--- config.mk ---
export PLATFORM = sky130hd
export DESIGN_NAME = int_arbiter
export DESIGN_NICKNAME = d
export VERILOG_FILES = /design/src/rtl/int_arbiter_pkg.sv /design/src/rtl/int_src_sync.sv /design/src/rtl/int_arbiter.sv
export SDC_FILE = /design/constraint.sdc
export NUM_CORES = 1
export LEC_CHECK = 0
export ABC_AREA = 1
export CORE_AREA = 10 10 96 98
export DETAILED_ROUTE_END_ITERATION = 16
export DIE_AREA = 0 0 106 108
export PLACE_DENSITY = 0.74
export SLEW_MARGIN = 20
export SYNTH_ARGS = -nofsm -noshare
export SYNTH_HDL_FRONTEND = slang
export SYNTH_SLANG_ARGS = --single-unit
export TNS_END_PERCENT = 5
--- constraint.sdc ---
create_clock -name clk -period 1.4 [get_ports clk]
set_input_delay 0.21 -clock clk [delete_from_list [all_inputs] [get_ports clk]]
set_output_delay 0.21 -clock clk [all_outputs]
set_load 0.1 [all_outputs]
--- src/rtl/int_arbiter_pkg.sv ---
// int_arbiter_pkg: register offsets, one-hot state encodings and helpers shared by the interrupt arbiter.
package int_arbiter_pkg;
   localparam logic [7:0] INT_ARB_PENDING  = 8'h00;
   localparam logic [7:0] INT_ARB_ENABLE   = 8'h04;
   localparam logic [7:0] INT_ARB_EDGE_CFG = 8'h08;
   localparam logic [7:0] INT_ARB_CLAIM    = 8'h0C;
   localparam logic [7:0] INT_ARB_COMPLETE = 8'h10;
   localparam logic [7:0] INT_ARB_STATUS   = 8'h14;
   typedef enum logic [3:0] {
      S_IDLE    = 4'b0001,
      S_REQ     = 4'b0010,
      S_CLAIM   = 4'b0100,
      S_SERVICE = 4'b1000
   } state_e;
   // Software sees the state as a 2-bit index rather than the one-hot code
   function automatic logic [1:0] state_idx(input logic [3:0] s);
      return {s[3] | s[2], s[3] | s[1]};
   endfunction
endpackage

--- src/rtl/int_src_sync.sv ---
// int_src_sync: 2-flop synchroniser for one interrupt line plus rising-edge detect on the synchronised level.
module int_src_sync (
   input  logic clk,
   input  logic rst_n,
   input  logic src_i,
   output logic level_o,
   output logic rise_o
);
   logic [2:0] sync_q, sync_d;
   always_comb sync_d = {sync_q[1:0], src_i};
   always_ff @(posedge clk) sync_q <= !rst_n ? 3'b000 : sync_d;
   assign level_o = sync_q[1];
   assign rise_o  = sync_q[1] & ~sync_q[2];
endmodule

--- src/rtl/int_arbiter.sv ---
// int_arbiter: fixed-priority interrupt arbiter with request/taken/claim/complete handshake and register port.
// Optional service watchdog enabled by defining INT_ARB_TIMEOUT_EN.
module int_arbiter
   import int_arbiter_pkg::*;
#(
   parameter int NUM_SRC     = 8,
   parameter int TIMEOUT_CYC = 1024
) (
   input  logic               clk,
   input  logic               rst_n,
   input  logic [NUM_SRC-1:0] src_i,
   input  logic               int_taken_i,
   input  logic               req_i,
   input  logic               we_i,
   input  logic [7:0]         addr_i,
   input  logic [31:0]        wdata_i,
   output logic [31:0]        rdata_o,
   output logic               ack_o,
   output logic               int_o,
   output logic [4:0]         int_id_o
);
   logic [NUM_SRC-1:0] lvl, rise, elig;
   logic [NUM_SRC-1:0] pend_q, pend_d, en_q, en_d, edge_q, edge_d;
   logic [31:0]        elig32, clr, rd_val, rdata_q, rdata_d;
   state_e             state_q, state_d;
   logic [4:0]         id_q, id_d, win;
   logic               int_q, int_d, ack_q, ack_d, to_q, to_d;
   logic               wr, rd, claim_rd, complete, unused_w;
`ifdef INT_ARB_TIMEOUT_EN
   logic [31:0]        cnt_q, cnt_d;
`endif

   for (genvar i = 0; i < NUM_SRC; i++) begin : g_src
      int_src_sync u_sync (.clk(clk), .rst_n(rst_n), .src_i(src_i[i]), .level_o(lvl[i]), .rise_o(rise[i]));
   end

   assign wr       = req_i & we_i;
   assign rd       = req_i & ~we_i;
   assign claim_rd = rd && addr_i == INT_ARB_CLAIM;
   assign complete = wr && addr_i == INT_ARB_COMPLETE && wdata_i[4:0] == id_q + 5'd1;
   assign elig     = pend_q & en_q;
   assign elig32   = 32'(elig);
   assign unused_w = ^{wdata_i, clr, elig32, 32'(TIMEOUT_CYC)};

   always_comb begin
      win = '0;
      for (int i = NUM_SRC - 1; i >= 0; i--) if (elig[i]) win = 5'(i);
      state_d = state_q;
      id_d    = id_q;
      clr     = (wr && addr_i == INT_ARB_PENDING) ? wdata_i : '0;
      to_d    = to_q & ~(wr && addr_i == INT_ARB_STATUS && wdata_i[7]);
      case (state_q)
         S_IDLE: if (|elig) begin
            state_d = S_REQ;
            id_d    = win;
         end
         // taken beats withdrawal when both happen in the same cycle
         S_REQ: state_d = int_taken_i ? S_CLAIM : elig32[id_q] ? S_REQ : S_IDLE;
         S_CLAIM: if (claim_rd) begin
            state_d  = S_SERVICE;
            clr[id_q] = 1'b1;
         end
         S_SERVICE: if (complete) state_d = S_IDLE;
         default: state_d = S_IDLE;
      endcase
`ifdef INT_ARB_TIMEOUT_EN
      cnt_d = '0;
      if (state_q == S_SERVICE && state_d == S_SERVICE) begin
         cnt_d = cnt_q + 32'd1;
         if (cnt_q == 32'(TIMEOUT_CYC - 1)) begin
            state_d = S_IDLE;
            to_d    = 1'b1;
            cnt_d   = '0;
         end
      end
`else
      to_d = 1'b0;
`endif
      // a fresh edge outranks a clear landing in the same cycle
      pend_d  = (edge_q & (rise | (pend_q & ~clr[NUM_SRC-1:0]))) | (~edge_q & lvl);
      en_d    = (wr && addr_i == INT_ARB_ENABLE) ? wdata_i[NUM_SRC-1:0] : en_q;
      edge_d  = (wr && addr_i == INT_ARB_EDGE_CFG) ? wdata_i[NUM_SRC-1:0] : edge_q;
      int_d   = state_q == S_REQ && state_d == S_REQ;
      rd_val  = addr_i == INT_ARB_PENDING  ? 32'(pend_q) :
                addr_i == INT_ARB_ENABLE   ? 32'(en_q) :
                addr_i == INT_ARB_EDGE_CFG ? 32'(edge_q) :
                addr_i == INT_ARB_CLAIM    ? ((state_q == S_CLAIM || state_q == S_SERVICE) ? 32'(id_q) + 32'd1 : '0) :
                addr_i == INT_ARB_STATUS   ? {24'b0, to_q, id_q, state_idx(state_q)} : '0;
      rdata_d = rd ? rd_val : '0;
      ack_d   = req_i;
   end

   always_ff @(posedge clk) begin
      if (!rst_n) begin
         state_q <= S_IDLE;
         id_q    <= '0;
         pend_q  <= '0;
         en_q    <= '0;
         edge_q  <= '0;
         int_q   <= 1'b0;
         ack_q   <= 1'b0;
         rdata_q <= '0;
         to_q    <= 1'b0;
`ifdef INT_ARB_TIMEOUT_EN
         cnt_q   <= '0;
`endif
      end else begin
         state_q <= state_d;
         id_q    <= id_d;
         pend_q  <= pend_d;
         en_q    <= en_d;
         edge_q  <= edge_d;
         int_q   <= int_d;
         ack_q   <= ack_d;
         rdata_q <= rdata_d;
         to_q    <= to_d;
`ifdef INT_ARB_TIMEOUT_EN
         cnt_q   <= cnt_d;
`endif
      end
   end

   assign int_o    = int_q;
   assign int_id_o = id_q;
   assign ack_o    = ack_q;
   assign rdata_o  = rdata_q;
endmodule

# --- Yosys cells after proc, flatten, opt, wreduce, memory -nomap -nowiden ---
# Index checks and enable logic that the tools add are counted.
# W data, S select, Z words.
op_classes:
  addsub: 2
  order_cmp: 2
  n_eq_ne: 11
  muxes: 27
  bitwise_logic: 32
  reduce_logical: 14
ops:
  columns: ["op", "n"]
  rows:
  - ["$mux W8", 6]
  - ["$mux W5", 7]
  - ["$and A8 B8 Y8", 4]
  - ["$or A8 B8 Y8", 3]
  - ["$eq A8 B4 Y1 const B", 2]
  - ["$eq A8 B5 Y1 const B", 2]
  - ["$not A8 Y8", 2]
  - ["$pmux W4 S4", 1]
  - ["$mux W7", 2]
  - ["$mux W4", 3]
  - ["$not A1 Y1", 11]
  - ["$and A1 B1 Y1", 10]
  - ["$eq A4 B2 Y1 const B", 2]
  - ["$eq A8 B3 Y1 const B", 1]
  - ["$logic_and A1 B1 Y1", 8]
  - ["$logic_not A8 Y1", 1]
  - ["$reduce_or A8 Y1", 1]
  - ["$add A5 B1 Y6 const B", 1]
  - ["$lt A5 B6 Y1 const B", 1]
  - ["$mux W3", 2]
  - ["$mux W6", 1]
  - ["$add A5 B1 Y5 const B", 1]
  - ["$bmux W1 S5", 1]
  - ["$demux W1 S5", 1]
  - ["other kinds (11)", 14]
word_totals:
  regBits: 91
  input_bits: 53

# --- Logic depth before layout (Yosys ltp) ---
# Gate-level depths: netlist of the first run.
logic_depth:
  word_depth: 12
  mapped_depth: 10
  mapped_depth_nobuf: 10

# --- By module ---
# Synthesis of the first run repeated with hierarchy kept, for this count alone.
unflattened:
  hier_cells: 480
  hier_area_um2: 3345.7
modules_own_cells:
  columns: ["module", "instances", "cells_per_inst", "area_each_um2"]
  rows:
  - ["int_arbiter", 1, 392, 2605.0]
  - ["int_src_sync", 8, 11, 92.6]

# --- Worst setup path before layout of the first run ---
# Ideal clock, no wire load.
synth_timing:
  kind: "register to register"
  start: "register id_q[1], in the netlist int_id_o[1]"
  end: "register state_q[3]"
  t_arrival_ns: 1.855
  required_ns: 1.268
  slack_ns: -0.587
  stages_incl_launch_ff: 8
  n_path_buf: 0
  synth_period_minus_slack_ns: 1.987
  path_cell_list: "dfxtp_1 -> ha_1 -> nand2_1 -> nand3_1 -> nor2_1 -> nand3_1 -> nand2_1 -> a21oi_1"
synth_via:
  elab_chain_len: 5
synth_rtl:
  columns: ["element", "line_no", "rtl"]
  rows:
  - ["from (decl)", "int_arbiter.sv:26", "logic [4:0] id_q, id_d, win;"]
  - ["from (signal assigned)", "int_arbiter.sv:109", "id_q <= id_d;"]
  - ["$add A5 B1 Y5", "int_arbiter.sv:40", "assign complete = wr && addr_i == INT_ARB_COMPLETE && wdata_i[4:0] == id_q + 5'd1;"]
  - ["$eq A5 B5 Y1", "int_arbiter.sv:40", null]
  - ["$logic_and A1 B1 Y1", "int_arbiter.sv:40", null]
  - ["$mux W4", "int_arbiter.sv:63", "S_SERVICE: if (complete) state_d = S_IDLE;"]
  - ["$pmux W4 S4", "int_arbiter.sv:52", "case (state_q)"]
  - ["to (signal assigned)", "int_arbiter.sv:108", "state_q <= state_d;"]
  - ["to (decl)", "int_arbiter.sv:25", "state_e state_q, state_d;"]
# Every way passes these cells.
# A chain may end at the register's enable or synchronous reset.

# --- Worst setup path in the final report of the first run ---
layout_timing:
  start: "input port addr_i[2]"
  end: "register rdata_q[1], in the netlist rdata_o[1]"
layout_via:
  elab_chain_len: 6
  word_cells_on_any_way: 10
layout_rtl:
  columns: ["element", "line_no", "rtl"]
  rows:
  - ["from (decl)", "int_arbiter.sv:15", "input logic [7:0] addr_i,"]
  - ["$eq A8 B5 Y1", "int_arbiter.sv:88", "addr_i == INT_ARB_STATUS ? {24'b0, to_q, id_q, state_idx(state_q)} : '0;"]
  - ["$mux W7", "int_arbiter.sv:88", null]
  - ["$mux W7", "int_arbiter.sv:87", "addr_i == INT_ARB_CLAIM ? ((state_q == S_CLAIM || state_q == S_SERVICE) ? 32'(id_q) + 32'd1 : '0) :"]
  - ["$mux W8", "int_arbiter.sv:86", "addr_i == INT_ARB_EDGE_CFG ? 32'(edge_q) :"]
  - ["$mux W8", "int_arbiter.sv:85", "addr_i == INT_ARB_ENABLE ? 32'(en_q) :"]
  - ["$mux W8 (*)", "int_arbiter.sv:84", "rd_val = addr_i == INT_ARB_PENDING ? 32'(pend_q) :"]
  - ["to (signal assigned)", "int_arbiter.sv:115", "rdata_q <= rdata_d;"]
  - ["to (decl)", "int_arbiter.sv:24", "logic [31:0] elig32, clr, rd_val, rdata_q, rdata_d;"]
# Every way passes the cells marked *; elsewhere a longest branch is shown, timed or not.

==> flow_summary.json, run 1 <==
{
  "finalHoldViolCount": 0,
  "htree_levels": 3,
  "core_area_mm2": 0.00745,
  "cts-root-buf": "clkbuf_8",
  "synth_xor_area_share_pct": 0,
  "netlist_area_mm2": 0.00318,
  "ys_top_cells_by_area": "dfxtp_1 41%, nand2_1 14%, inv_1 8.6%",
  "layout-drive-gt1-share_pct": 16.5,
  "postCtsHoldBufs": 0,
  "via_count": 3120,
  "cts_made_buffers": 9,
  "fillers": 743,
  "num_io_pins": 92,
  "status": "finished clean",
  "stdcell_area_mm2": 0.00429,
  "syn_avg_cell_area_um2": 6.61,
  "overflow": 0,
  "rows": 32,
  "synth-simple-area-share_pct": 32.2,
  "crit_required_ns": 1.67,
  "synth-seq-cells": 65,
  "tns_ns": 0,
  "critical-path-top-delay-family": "buffers and inverters",
  "antenna_found_initial": 0,
  "finalSetupViolCount": 0,
  "synthMuxAreaShare_pct": 0,
  "cts_max_path_buffers": 2,
  "die_height_um": 108,
  "routed_wl_um": 8630,
  "max_clock_freq_mhz": 736,
  "finClkSkew_ns": 0.0109,
  "synth_edf_count": 0,
  "insertion_delay_ns": 0.35,
  "synth_largest_area_cell": "dfxtp_1",
  "powerDensity_mw_per_mm2": 950,
  "r2r_end": "state_q[3]$_SDFF_PN0_",
  "r2r_slack_ns": 0.05,
  "synth_compound_area_share_pct": 9.64,
  "dp_cells": 648,
  "rsz0062_at_grt": "true",
  "cp.arrival_ns": 1.63,
  "yosys.area_share.adder_pct": 0.393,
  "yosysTopAreaCellShare_pct": 40.9,
  "crit_chain": "clkdlybuf4s50_1, buf_4, nor3_4, buf_4, nand3_1, nand3_1, nor2_1, nor2_1",
  "clock_sinks": 65,
  "final_antenna_net_count": 0,
  "max_stage_delay_ns": 0.45,
  "path_max_fanout": 6,
  "crit_end": "rdata_o[1]$_SDFF_PN0_",
  "synthTopCellsByCount": "121 x nand2_1, 73 x inv_1, 65 x dfxtp_1",
  "placed_area_mm2": 0.00402,
  "syn_to_final_growth_pct": 34.9,
  "hpwl_um": 6640,
  "wl_per_cell_um": 13.0,
  "layout_min_cycle_time_ns": 1.36,
  "dieArea_mm2": 0.0114,
  "clk_pin_slew_ns": 0.07,
  "final_util_pct": 57.6,
  "drtPass1Iterations": 5,
  "path_buf_inv": 3,
  "crit_start": "addr_i[2]",
  "hold_class": "in -> reg",
  "yosysMostFrequentCell": "nand2_1",
  "grt_pass1_wl_um": 14300,
  "fin_crit_sh_pct": 97.0,
  "ys_types": 27,
  "diodes": 0,
  "async_flop_share_pct": 0,
  "cp_num_cells": 8,
  "yosysWarnings": 0,
  "grt_pass1_vias": 2984,
  "start_kind": "input pin",
  "port_buffers": 41,
  "grt.total_usage_pct": 15.4,
  "drt_iter0_markers": 184,
  "end_kind": "register",
  "grt_max_degree": 32,
  "seq_area_frac_synth_pct": 40.9,
  "fin_nets": 612,
  "start_util_pct": 42.7,
  "cp_slowest_cell": "clkdlybuf4s50_1",
  "ir_worst_vdd_mv": 0.767,
  "slew_violations": 0,
  "p_leak_nw": 2.12,
  "routed_via_density": 4.69,
  "gp_congestion": 0.941,
  "drc": 0,
  "critical_path_class": "in -> reg",
  "synth_top_family_by_area": "simple AND/OR/NAND/NOR gates",
  "cts_tree": "yes",
  "r2r_cells": 8,
  "finalNonFillerCells": 665,
  "synthFlopType": "dfxtp_1",
  "timing.rr.start": "int_id_o[1]$_SDFFE_PN0P_",
  "synth_cells": 481,
  "cap_violations": 0,
  "die_w_um": 106
}
==> routing by layer <==
layer / GRT usage (%) / share of wire (%) / wire length (um) / vias to the layer above
li1: - / - / - / 1605
met1: 18.9 / 44 / 3810 / 1387
met2: 25.0 / 46 / 3970 / 109
met3: 4.05 / 6.6 / 568 / 19
met4: 7.16 / 3.2 / 278 / 0
met5: 0 / 0 / 0 / -
==> worst reg2reg max path: stages, from the launching register on <==
cell,delay (ns)
dfxtp_4,0.40
ha_4,0.29
inv_1,0.04
nand2_1,0.05
nand3_1,0.14
nor2_2,0.14
nand3_1,0.08
nand2_1,0.06
a21oi_1,0.05
==> state kept, by name (all words and copies together) (netlist names) <==
register	flops
en_q	8
edge_q	8
state_q	4
int_id_o	3
rdata_o	8
int_o	1
g_src.u_sync.sync_q	24
pend_q	8
ack_o	1
==> how the worst min path moves through the flow <==
stage / slack, ns / to / start / cells past startpoint
2_1_floorplan: 0.31 / g_src[0].u_sync.sync_q[0]$_SDFF_PN0_ / src_i[0] / 2
3_3_place_gp: 0.39 / g_src[5].u_sync.sync_q[1]$_SDFF_PN0_ / g_src[5].u_sync.sync_q[0]$_SDFF_PN0_ / 2
3_5_place_dp: 0.40 / g_src[7].u_sync.sync_q[1]$_SDFF_PN0_ / g_src[7].u_sync.sync_q[0]$_SDFF_PN0_ / 2
4_1_cts: 0.38 / g_src[4].u_sync.sync_q[0]$_SDFF_PN0_ / src_i[4] / 3
5_1_grt: 0.40 / g_src[4].u_sync.sync_q[0]$_SDFF_PN0_ / src_i[4] / 3
6_report: 0.39 / g_src[4].u_sync.sync_q[0]$_SDFF_PN0_ / src_i[4] / 3
==> layout make-up <==
cell class | instances | area (um^2) | area share [%]
flip-flops and latches | 65 | 1310 | 30.6
multi-input cells | 327 | 1500 | 35.0
repair buffers | 78 | 853 | 19.9
clock buffers | 13 | 180 | 4.20
inverters | 77 | 292 | 6.80
clock inverters | 3 | 21.3 | 0.496
well taps | 102 | 128 | 2.98
==> layout by cell type (no fill, tap or decap), types with 4 or more instances in the layout <==
cell,count
nor2_2,6
a21oi_1,17
inv_2,5
inv_1,70
buf_4,33
o21ai_1,9
nand2_1,118
o21ai_0,23
clkbuf_8,11
dfxtp_1,62
buf_12,15
nand3_1,43
nor3_1,4
clkdlybuf4s50_1,27
nor2_1,57
conb_1,26
o211ai_1,4
nand4_1,4
==> power by group <==
part / total [mW] / leakage (nW) / internal [mW] / switching [mW]
sequential: 1.89 / 0.531 / 1.88 / 0.0129
combinational: 0.606 / 1.49 / 0.152 / 0.454
clock: 1.58 / 0.101 / 0.848 / 0.727
total: 4.07 / 2.12 / 2.88 / 1.19
==> through the flow <==
step | power (mW) | setup slack (ns) | hold WS [ns]
floorplan | 2.40 | 0.0194 | 0.308
global route | 4.24 | -0.0648 | 0.401
CTS | 4.10 | 0.0104 | 0.380
global placement | 2.52 | -0.347 | 0.392
finish | 4.07 | 0.0418 | 0.387
detailed placement | 2.53 | -0.365 | 0.398
==> timing repair <==
action                     4_1_cts  5_1_grt
pin swaps                        0        4
buffers inserted                 0        1
gates resized for setup          2       26
setup endpoints to repair        5       30
==> logic make-up after synthesis <==
kind of cell,after synthesis
simple gates,242
compound gates,58
other cells,1
buf+inv,114
flops,65
fa+ha+maj,1
Note: power is estimated with default switching activity, not from simulation.
==> run 2, diff against run 1 <==
==> constraint.sdc (replaced) <==
create_clock -name clk -period 1.8 [get_ports clk]
set_input_delay 0.27 -clock clk [delete_from_list [all_inputs] [get_ports clk]]
set_output_delay 0.27 -clock clk [all_outputs]
set_load 0.1 [all_outputs]
==> flow_summary.json, run 2 (synthesized netlist as in run 1, its figures left out) <==
{
  "cts_made_buffers": 9,
  "diodes": 0,
  "powerDensity_mw_per_mm2": 801,
  "layout-drive-gt1-share_pct": 10.8,
  "via_count": 2951,
  "min_to": "g_src[7].u_sync.sync_q[1]$_SDFF_PN0_",
  "grt.total_usage_pct": 13.8,
  "start_util_pct": 42.7,
  "top_register": "g_src.u_sync.sync_q",
  "postCtsHoldBufs": 0,
  "final_common_cell": "nand2_1",
  "path_max_fanout": 17,
  "largest_reg_flops": 24,
  "gp_congestion": 0.914,
  "final_antenna_net_count": 0,
  "port_buffers": 41,
  "r2r_end": "state_q[3]$_SDFF_PN0_",
  "wl_per_cell_um": 12.2,
  "end_kind": "register",
  "num_io_pins": 92,
  "critical_path_class": "reg -> reg",
  "fin_nets": 593,
  "finalSetupViolCount": 0,
  "antenna_found_initial": 0,
  "drtPass1Iterations": 4,
  "tns_ns": 0,
  "p_leak_nw": 1.97,
  "overflow": 0,
  "start_kind": "register",
  "grt_pass1_wl_um": 12900,
  "grt_pass1_vias": 2859,
  "crit_required_ns": 2.01,
  "grt_max_degree": 34,
  "rsz0062_at_grt": "false",
  "rows": 32,
  "final_util_pct": 52.5,
  "die_w_um": 106,
  "cts_tree": "yes",
  "cp.arrival_ns": 1.80,
  "clock_sinks": 65,
  "fin_crit_sh_pct": 88.4,
  "most-common-layout-cells": "121 x nand2_1, 73 x inv_1, 62 x nor2_1, 62 x dfxtp_1, 44 x nand3_1",
  "slew_violations": 0,
  "ir_worst_vdd_mv": 0.381,
  "cap_violations": 0,
  "cts_resized": 0,
  "status": "finished clean",
  "htree_levels": 3,
  "fillers": 753,
  "clk_pin_slew_ns": 0.07,
  "placed_area_mm2": 0.00371,
  "die_height_um": 108,
  "finalHoldViolCount": 0,
  "r2r_cells": 7,
  "drt_iter0_markers": 147,
  "hold_class": "reg -> reg",
  "max_clock_freq_mhz": 629,
  "core_area_mm2": 0.00745,
  "hold_depth": 2,
  "dieArea_mm2": 0.0114,
  "cts_max_path_buffers": 2,
  "cts-root-buf": "clkbuf_8",
  "routed_wl_um": 7890,
  "fin_ws_ns": 0.209,
  "routed_via_density": 4.57,
  "dp_cells": 630,
  "r2r_slack_ns": 0.21,
  "timing.rr.start": "int_id_o[0]$_SDFFE_PN0P_",
  "syn_to_final_growth_pct": 22.9,
  "drc": 0,
  "insertion_delay_ns": 0.34,
  "stdcell_area_mm2": 0.00391,
  "hpwl_um": 6060,
  "pre_cts_ws_ns": -0.0639,
  "finalNonFillerCells": 646,
  "min_from": "g_src[7].u_sync.sync_q[0]$_SDFF_PN0_",
  "cts_setup_buffers": 0,
  "finClkSkew_ns": 0.00953,
  "layout_min_cycle_time_ns": 1.59
}
-- run 2: changes by cell type in the layout (fill, tap and decap cells not counted), moves of 3 or more --
| cell | before | now |
|---|---|---|
| clkinv_2 | 1 | 5 |
| dfxtp_2 | 0 | 3 |
| dfxtp_4 | 3 | 0 |
| nor2_2 | 6 | 1 |
| nor2_1 | 57 | 62 |
| inv_2 | 5 | 2 |
| o21ai_1 | 9 | 4 |
| buf_12 | 15 | 3 |
| buf_4 | 33 | 28 |
| inv_1 | 70 | 73 |
| o21ai_0 | 23 | 30 |
| nand2_1 | 118 | 121 |
-- run 2: metal layers --
| metal | share of wire, % | GRT usage [%] | vias to the layer above |
|---|---|---|---|
| met4 | 1.8 | 5.42 | 0 |
| met3 | 6.5 | 4.16 | 13 |
| met1 | 45 | 16.2 | 1278 |
| met5 | 0 | 0 | - |
| li1 | - | - | 1560 |
| met2 | 47 | 23.3 | 100 |
-- run 2: worst max path at each step --
stage                                         from  depth (start not counted)               endpoint
after global placement                   addr_i[7]                          9   pend_q[1]$_SDFF_PN0_
after global routing      int_id_o[0]$_SDFFE_PN0P_                          7  state_q[1]$_SDFF_PN0_
after detailed placement                 addr_i[7]                          7   pend_q[5]$_SDFF_PN0_
after floorplan           int_id_o[2]$_SDFFE_PN0P_                          8  state_q[3]$_SDFF_PN0_
final                     int_id_o[0]$_SDFFE_PN0P_                          7  state_q[3]$_SDFF_PN0_
after CTS                 int_id_o[0]$_SDFFE_PN0P_                          7  state_q[3]$_SDFF_PN0_
-- run 2: per-stage QoR --
step	hold WS (ns)	total power [mW]
3_3_place_gp	0.392	1.93
4_1_cts	0.413	3.17
6_report	0.412	3.13
2_1_floorplan	0.368	1.87
5_1_grt	0.440	3.26
3_5_place_dp	0.399	1.94
-- run 2: power breakdown --
part / leakage, nW / switching, mW / internal (mW)
Sequential: 0.530 / 0.00996 / 1.47
Combinational: 1.34 / 0.340 / 0.0923
Clock: 0.102 / 0.557 / 0.667
Total: 1.97 / 0.908 / 2.22
-- run 2: final cells by class --
cell class                      count  area, um^2  share of cell area [%]
Sequential cell                    65        1310                    33.4
Clock inverter                      6        57.6                    1.47
Clock buffer                       10         138                    3.52
Timing Repair Buffer               59         551                    14.1
Inverter                           77         290                    7.42
Tap cell                          102         128                    3.26
Multi-Input combinational cell    327        1440                    36.9
-- run 2: worst max-delay path, cell delays in order (launching register included) --
cell     delay, ns
dfxtp_2       0.56
ha_1          0.34
nand2_1       0.08
nand3_1       0.11
nor2_1        0.15
nand3_1       0.09
nand2_1       0.07
a21oi_1       0.06
==> run 3, diff against run 2 <==
--- a/config.mk
+++ b/config.mk
@@ -5,10 +5,9 @@
 export SDC_FILE = /design/constraint.sdc
 export NUM_CORES = 1
 export LEC_CHECK = 0
-export ABC_AREA = 1
-export CORE_AREA = 10 10 96 98
+export CORE_AREA = 10 10 98 100
 export DETAILED_ROUTE_END_ITERATION = 16
-export DIE_AREA = 0 0 106 108
+export DIE_AREA = 0 0 108 110
 export PLACE_DENSITY = 0.74
 export SLEW_MARGIN = 20
 export SYNTH_ARGS = -nofsm -noshare
==> constraint.sdc (replaced) <==
create_clock -name clk -period 1.45 [get_ports clk]
set_input_delay 0.2175 -clock clk [delete_from_list [all_inputs] [get_ports clk]]
set_output_delay 0.2175 -clock clk [all_outputs]
set_load 0.1 [all_outputs]
==> flow_summary.json, run 3 <==
{
  "cts_tree": "yes",
  "synth-seq-cells": 65,
  "grt-busiest-layer": "met2",
  "placed_area_mm2": 0.00423,
  "grt_pass1_vias": 2882,
  "most-common-layout-cells": "66 x buf_4, 61 x dfxtp_1, 28 x nand2_1",
  "fillers": 655,
  "via_count": 2907,
  "cts-root-buf": "clkbuf_8",
  "hpwl_um": 6820,
  "status": "finished with violations",
  "num_io_pins": 92,
  "p_comb_share_pct": 15.1,
  "routed_wl_um": 8920,
  "max_clock_freq_mhz": 634,
  "rsz0062_at_grt": "true",
  "min_to": "rdata_o[4]$_SDFF_PN0_",
  "largest_reg_flops": 24,
  "core_area_mm2": 0.00765,
  "wl_per_cell_um": 15.7,
  "insertion_delay_ns": 0.35,
  "slew_violations": 0,
  "fin_ws_ns": -0.128,
  "cap_violations": 0,
  "min_from": "addr_i[5]",
  "clock_sinks": 65,
  "ys_top_cells_by_area": "dfxtp_1 41%, mux2i_1 6.3%, buf_4 6.1%",
  "yosysMostFrequentCell": "dfxtp_1",
  "hold_depth": 4,
  "p_leak_nw": 1.98,
  "overflow": 0,
  "syn_to_final_growth_pct": 44.1,
  "cts_max_path_buffers": 2,
  "async_flop_share_pct": 0,
  "met2_usage_pct": 25.1,
  "postCtsHoldBufs": 0,
  "multi_input_area_mm2": 0.00183,
  "final_util_pct": 60.0,
  "ir_worst_vdd_mv": 0.714,
  "routed_via_density": 5.13,
  "use_met3_pct": 3.95,
  "seqPwrFrac_pct": 45.2,
  "rows": 32,
  "cp.arrival_ns": 1.82,
  "clk_pin_slew_ns": 0.08,
  "p_clk_share_pct": 39.7,
  "dieArea_mm2": 0.0119,
  "seq_area_frac_synth_pct": 40.8,
  "netSwitchingFraction_pct": 29.5,
  "path_max_fanout": 8,
  "synth_largest_area_cell": "dfxtp_1",
  "r2r_slack_ns": -0.06,
  "r2r_end": "pend_q[7]$_SDFF_PN0_",
  "max_stage_delay_ns": 0.56,
  "fin_nets": 514,
  "start_util_pct": 41.7,
  "start_kind": "input pin",
  "die_w_um": 108,
  "stdcell_area_mm2": 0.00459,
  "die_height_um": 110,
  "r2r_cells": 6,
  "top_register": "g_src.u_sync.sync_q",
  "powerDensity_mw_per_mm2": 882,
  "ys_types": 57,
  "synthFlopType": "dfxtp_1",
  "timing.rr.start": "state_q[1]$_SDFF_PN0_",
  "synth_edf_count": 0,
  "cts_made_buffers": 9,
  "yosysWarnings": 0,
  "drc": 0,
  "seqCellArea_mm2": 0.00131,
  "use_met1_pct": 18.0,
  "grt.total_usage_pct": 14.9,
  "cell_internal_pwr_mw": 2.85,
  "end_kind": "register",
  "grt_pass1_wl_um": 14300,
  "yosysTopAreaCellShare_pct": 40.8,
  "hold_class": "in -> reg",
  "cpMostUsedCell": "or4_4",
  "final_common_cell": "buf_4",
  "antenna_found_initial": 0,
  "p_switching_mw": 1.20,
  "grt_max_degree": 26,
  "htree_levels": 3,
  "finClkSkew_ns": 0.0116,
  "failed_checks": "setup timing",
  "finalSetupViolCount": 31,
  "diodes": 0,
  "layout-drive-gt1-share_pct": 31.4,
  "drt_iter0_markers": 263,
  "layout_min_cycle_time_ns": 1.58,
  "syn_avg_cell_area_um2": 9.05,
  "timing.hold.ws_ns": 0.294,
  "critical_path_class": "in -> reg",
  "pre_cts_ws_ns": -0.910,
  "crit_required_ns": 1.69,
  "netlist_area_mm2": 0.00319,
  "synth_cells": 352,
  "synthTopCellsByCount": "65 x dfxtp_1, 29 x nand2_1, 27 x and2_1",
  "fin_crit_sh_pct": 109,
  "crit_chain": "buf_6, or4_4, or4_4, buf_8, mux2i_1, nor2b_1",
  "drtPass1Iterations": 4,
  "final_antenna_net_count": 0,
  "cp_slowest_cell": "or4_4",
  "gp_congestion": 0.931,
  "finalHoldViolCount": 0,
  "port_buffers": 41
}
-- run 3: power by group through the flow --
stage          Clock (mW)  Combinational, mW  Sequential [mW]
6_report             1.61              0.610             1.83
5_1_grt              1.71              0.636             1.83
4_1_cts              1.64              0.598             1.83
3_5_place_dp            0              0.592             1.87
3_3_place_gp            0              0.584             1.87
2_1_floorplan           0              0.454             1.88
-- run 3: cell families after synthesis --
logic type      share of synthesized area (%)
flops                                    40.8
fa+ha+maj                               0.393
xor+xnor                                 1.92
buf+inv                                  8.25
mux                                      6.64
other cells                             0.118
simple gates                             26.3
compound gates                           15.6
-- run 3: per-stage QoR --
stage | power, mW | cells | TNS (ns)
after global placement | 2.46 | 548 | -24.39
after floorplan | 2.33 | 377 | -8.89
after detailed placement | 2.46 | 548 | -26.48
after global routing | 4.17 | 567 | -3.82
after CTS | 4.07 | 567 | -1.79
final | 4.05 | 567 | -2.33
-- run 3: metal layers --
| metal | vias up | share of wire, % |
|---|---|---|
| li1 | 1405 | - |
| met1 | 1358 | 43 |
| met2 | 133 | 48 |
| met3 | 11 | 7.5 |
| met4 | 0 | 1.5 |
| met5 | - | 0 |
-- run 3: worst max-delay path, delay by kind of cell --
kind / cells / cell delay (ns)
and+or+nand+nor: 3 / 1.18
buffers and inverters: 2 / 0.25
muxes: 1 / 0.15
-- run 3: layout make-up --
type	instances	area share [%]
clock buffer	10	3.00
clock inverter	6	1.61
inverter	2	0.164
multi-input combinational	269	39.9
tap	102	2.78
timing repair buffer	113	24.1
sequential	65	28.5
-- run 3: what timing repair did --
item	in CTS	in global routing
gates resized for setup	51	11
setup endpoints to repair	37	38
buffers inserted	3	0
pin swaps	12	2
-- run 3: worst max path at each step --
| stage | start | endpoint | slack, ns | cells past startpoint |
|---|---|---|---|---|
| 2_1_floorplan | addr_i[7] | rdata_o[0]$_SDFF_PN0_ | -0.40 | 6 |
| 3_3_place_gp | addr_i[4] | edge_q[6]$_SDFFE_PN0P_ | -0.81 | 6 |
| 3_5_place_dp | addr_i[4] | pend_q[7]$_SDFF_PN0_ | -0.91 | 7 |
| 4_1_cts | addr_i[0] | edge_q[3]$_SDFFE_PN0P_ | -0.11 | 6 |
| 5_1_grt | addr_i[0] | edge_q[4]$_SDFFE_PN0P_ | -0.18 | 6 |
| 6_report | addr_i[0] | edge_q[3]$_SDFFE_PN0P_ | -0.13 | 6 |
==> patch, RTL diff (config.mk and constraints of run 2) <==
The parameter `NUM_SRC` goes from 8 to 10.
--- a/src/rtl/int_arbiter.sv
+++ b/src/rtl/int_arbiter.sv
@@ -4,5 +4,5 @@
    import int_arbiter_pkg::*;
 #(
-   parameter int NUM_SRC     = 8,
+   parameter int NUM_SRC     = 10,
    parameter int TIMEOUT_CYC = 1024
 ) (
Ports: changed (resized src_i); port bits go from 92 to 94. The function was not compared with the original's and may differ.
==> patch against run 2 <==
  * Setup slack worse by 0.051 ns
  * Sequential cell count up 15
  * Synthesized area up 20%
  * Critical path depth increased by 3
  * Routed wire length grew 22%
  * Total power up 28%
  * Cell area increased by 21%
  * Cell count grew 11%
  * Largest cell class unchanged
==> patch: results (changes against run 2) <==
The share of layout cells above drive strength 1 is 14.8% (was 10.8%). The sequential share of the synthesized area came out at 42.0% (was 40.9%). Vias per cell: 4.84 (was 4.57). The largest stage delay on the critical path is 0.40 ns (was 0.56 ns), and the setup clock skew after layout is 0.00710 ns (was 0.00953 ns).

The met3 capacity usage during global routing is 3.87% (was 4.16%), and the peak supply drop is 0.675 mV (was 0.381 mV). The final net count came out at 669 (was 593). The flow ran to the end, and the final reports show no timing, DRC or antenna violations. Clock-pin slew was measured on the worst setup and hold paths at 0.08 ns.

The number of instances in the placed design came out at 701 (was 630). The pin count of the biggest net entering global routing came out at 45 (was 34). At the pin with the least slew margin, the transition time is 0.507 ns. Hold path startpoint: rst_n (was g_src[7].u_sync.sync_q[0]$_SDFF_PN0_). Top post-synthesis cells by area: sky130_fd_sc_hd__dfxtp_1 42%, sky130_fd_sc_hd__nand2_1 16%, sky130_fd_sc_hd__nor2_1 6.1% (was sky130_fd_sc_hd__dfxtp_1 41%, sky130_fd_sc_hd__nand2_1 14%, sky130_fd_sc_hd__inv_1 8.6%).

The met2 usage came out at 28.3% (was 23.3%). The average instance area after synthesis is 7.01 um^2 (was 6.61 um^2), and the number of flip-flops in the largest register is 30 (was 24). The number of global-route vias before repair came out at 3,309 (was 2,859). The category of cells accounting for the largest share of critical-path delay was simple AND/OR/NAND/NOR gates (was flip-flops).

The combinational fraction of design power was 10.5% (was 13.8%). The met1 track utilization from global routing was 20.5% (was 16.2%); the global-route wire length before repair was 15,700 um (was 12,900 um). Final cell count without fillers: 717 (was 646).

The run gives 9 (unchanged) as the total CTS buffers. Switching fraction of total power: 25.5% (was 29.0%). The maximum fanout count along the critical path is 6 (was 17). The run gives 33 (was 27) as the distinct cell type count of the synthesized netlist. The leakage dissipation is 2.24 nW (was 1.97 nW), and the number of filler cells placed in the layout is 706 (was 753). Worst min-delay path category: in2reg (was reg2reg). The iteration-0 DRC count of the detailed router is 219 (was 147).

The run gives 9600 um (was 7890 um) as the total wirelength of the detailed-routed design. Commonest cells in the netlist: 160 x sky130_fd_sc_hd__nand2_1, 80 x sky130_fd_sc_hd__dfxtp_1, 62 x sky130_fd_sc_hd__nor2_1 (was 121 x sky130_fd_sc_hd__nand2_1, 73 x sky130_fd_sc_hd__inv_1, 65 x sky130_fd_sc_hd__dfxtp_1). The instance area at placement came out at 0.00444 mm^2 (was 0.00371 mm^2). Number of endpoints failing setup at the final stage: 0 (unchanged). The number of I/O port buffers was 48 (was 41). For the final RePlAce weighted congestion, the log shows 0.920 (was 0.914). The number of enable flip-flop cells after synthesis is 0 (unchanged), and the detailed placer's ending HPWL is 7520 um (was 6060 um). The launching point of the worst reg2reg path was int_id_o[0]$_SDFFE_PN0P_ (unchanged).
-- patch: cell count changes after synthesis, sizes merged, moves of 5 or more --
cell	delta
buf	+5
nand2	+40
o21ai	+6
inv	-5
a21oi	+8
dfxtp	+15
nand3	-18
nor2	+6
-- patch: per-layer routing --
layer / vias to the layer above / wire, um
li1: 1781 / -
met3: 19 / 622
met1: 1572 / 4180
met2: 99 / 4570
met4: 0 / 229
met5: - / 0
-- patch: worst paths after layout --
path | to | slack, ns | depth (start not counted)
worst max-delay path | int_o$_SDFF_PN0_ | 0.16 | 10
worst min-delay path | state_q[0]$_SDFF_PN1_ | 0.28 | 2
worst max register to register | int_o$_SDFF_PN0_ | 0.16 | 10
worst min register to register | g_src[2].u_sync.sync_q[1]$_SDFF_PN0_ | 0.42 | 2
-- patch: logic make-up after synthesis --
| family | count (synthesis) | synth area share [%] |
|---|---|---|
| AO/OA/AOI/OAI | 76 | 10.8 |
| XOR/XNOR | 1 | 0.230 |
| adder cells (fa/ha/maj) | 4 | 1.31 |
| buffers and inverters | 108 | 13.7 |
| flip-flops | 80 | 42.0 |
| other | 1 | 0.0983 |
| AND/OR/NAND/NOR | 274 | 31.8 |
-- patch: layout make-up --
cell class	instances	area, um^2	area share [%]
multi-input cells	378	1770	37.5
flip-flops and latches	80	1610	34.2
repair buffers	71	671	14.2
inverters	70	263	5.57
clock inverters	7	149	3.16
well taps	102	128	2.71
clock buffers	9	124	2.63
-- patch: stage by stage --
stage                     utilization [%]  setup TNS, ns  power (mW)
final                                63.3              0        4.00
after detailed placement             59.7         -0.828        2.27
after global routing                 63.3              0        4.13
after CTS                            63.3              0        4.02
after global placement               59.7         -0.768        2.27
after floorplan                         -              0        2.19
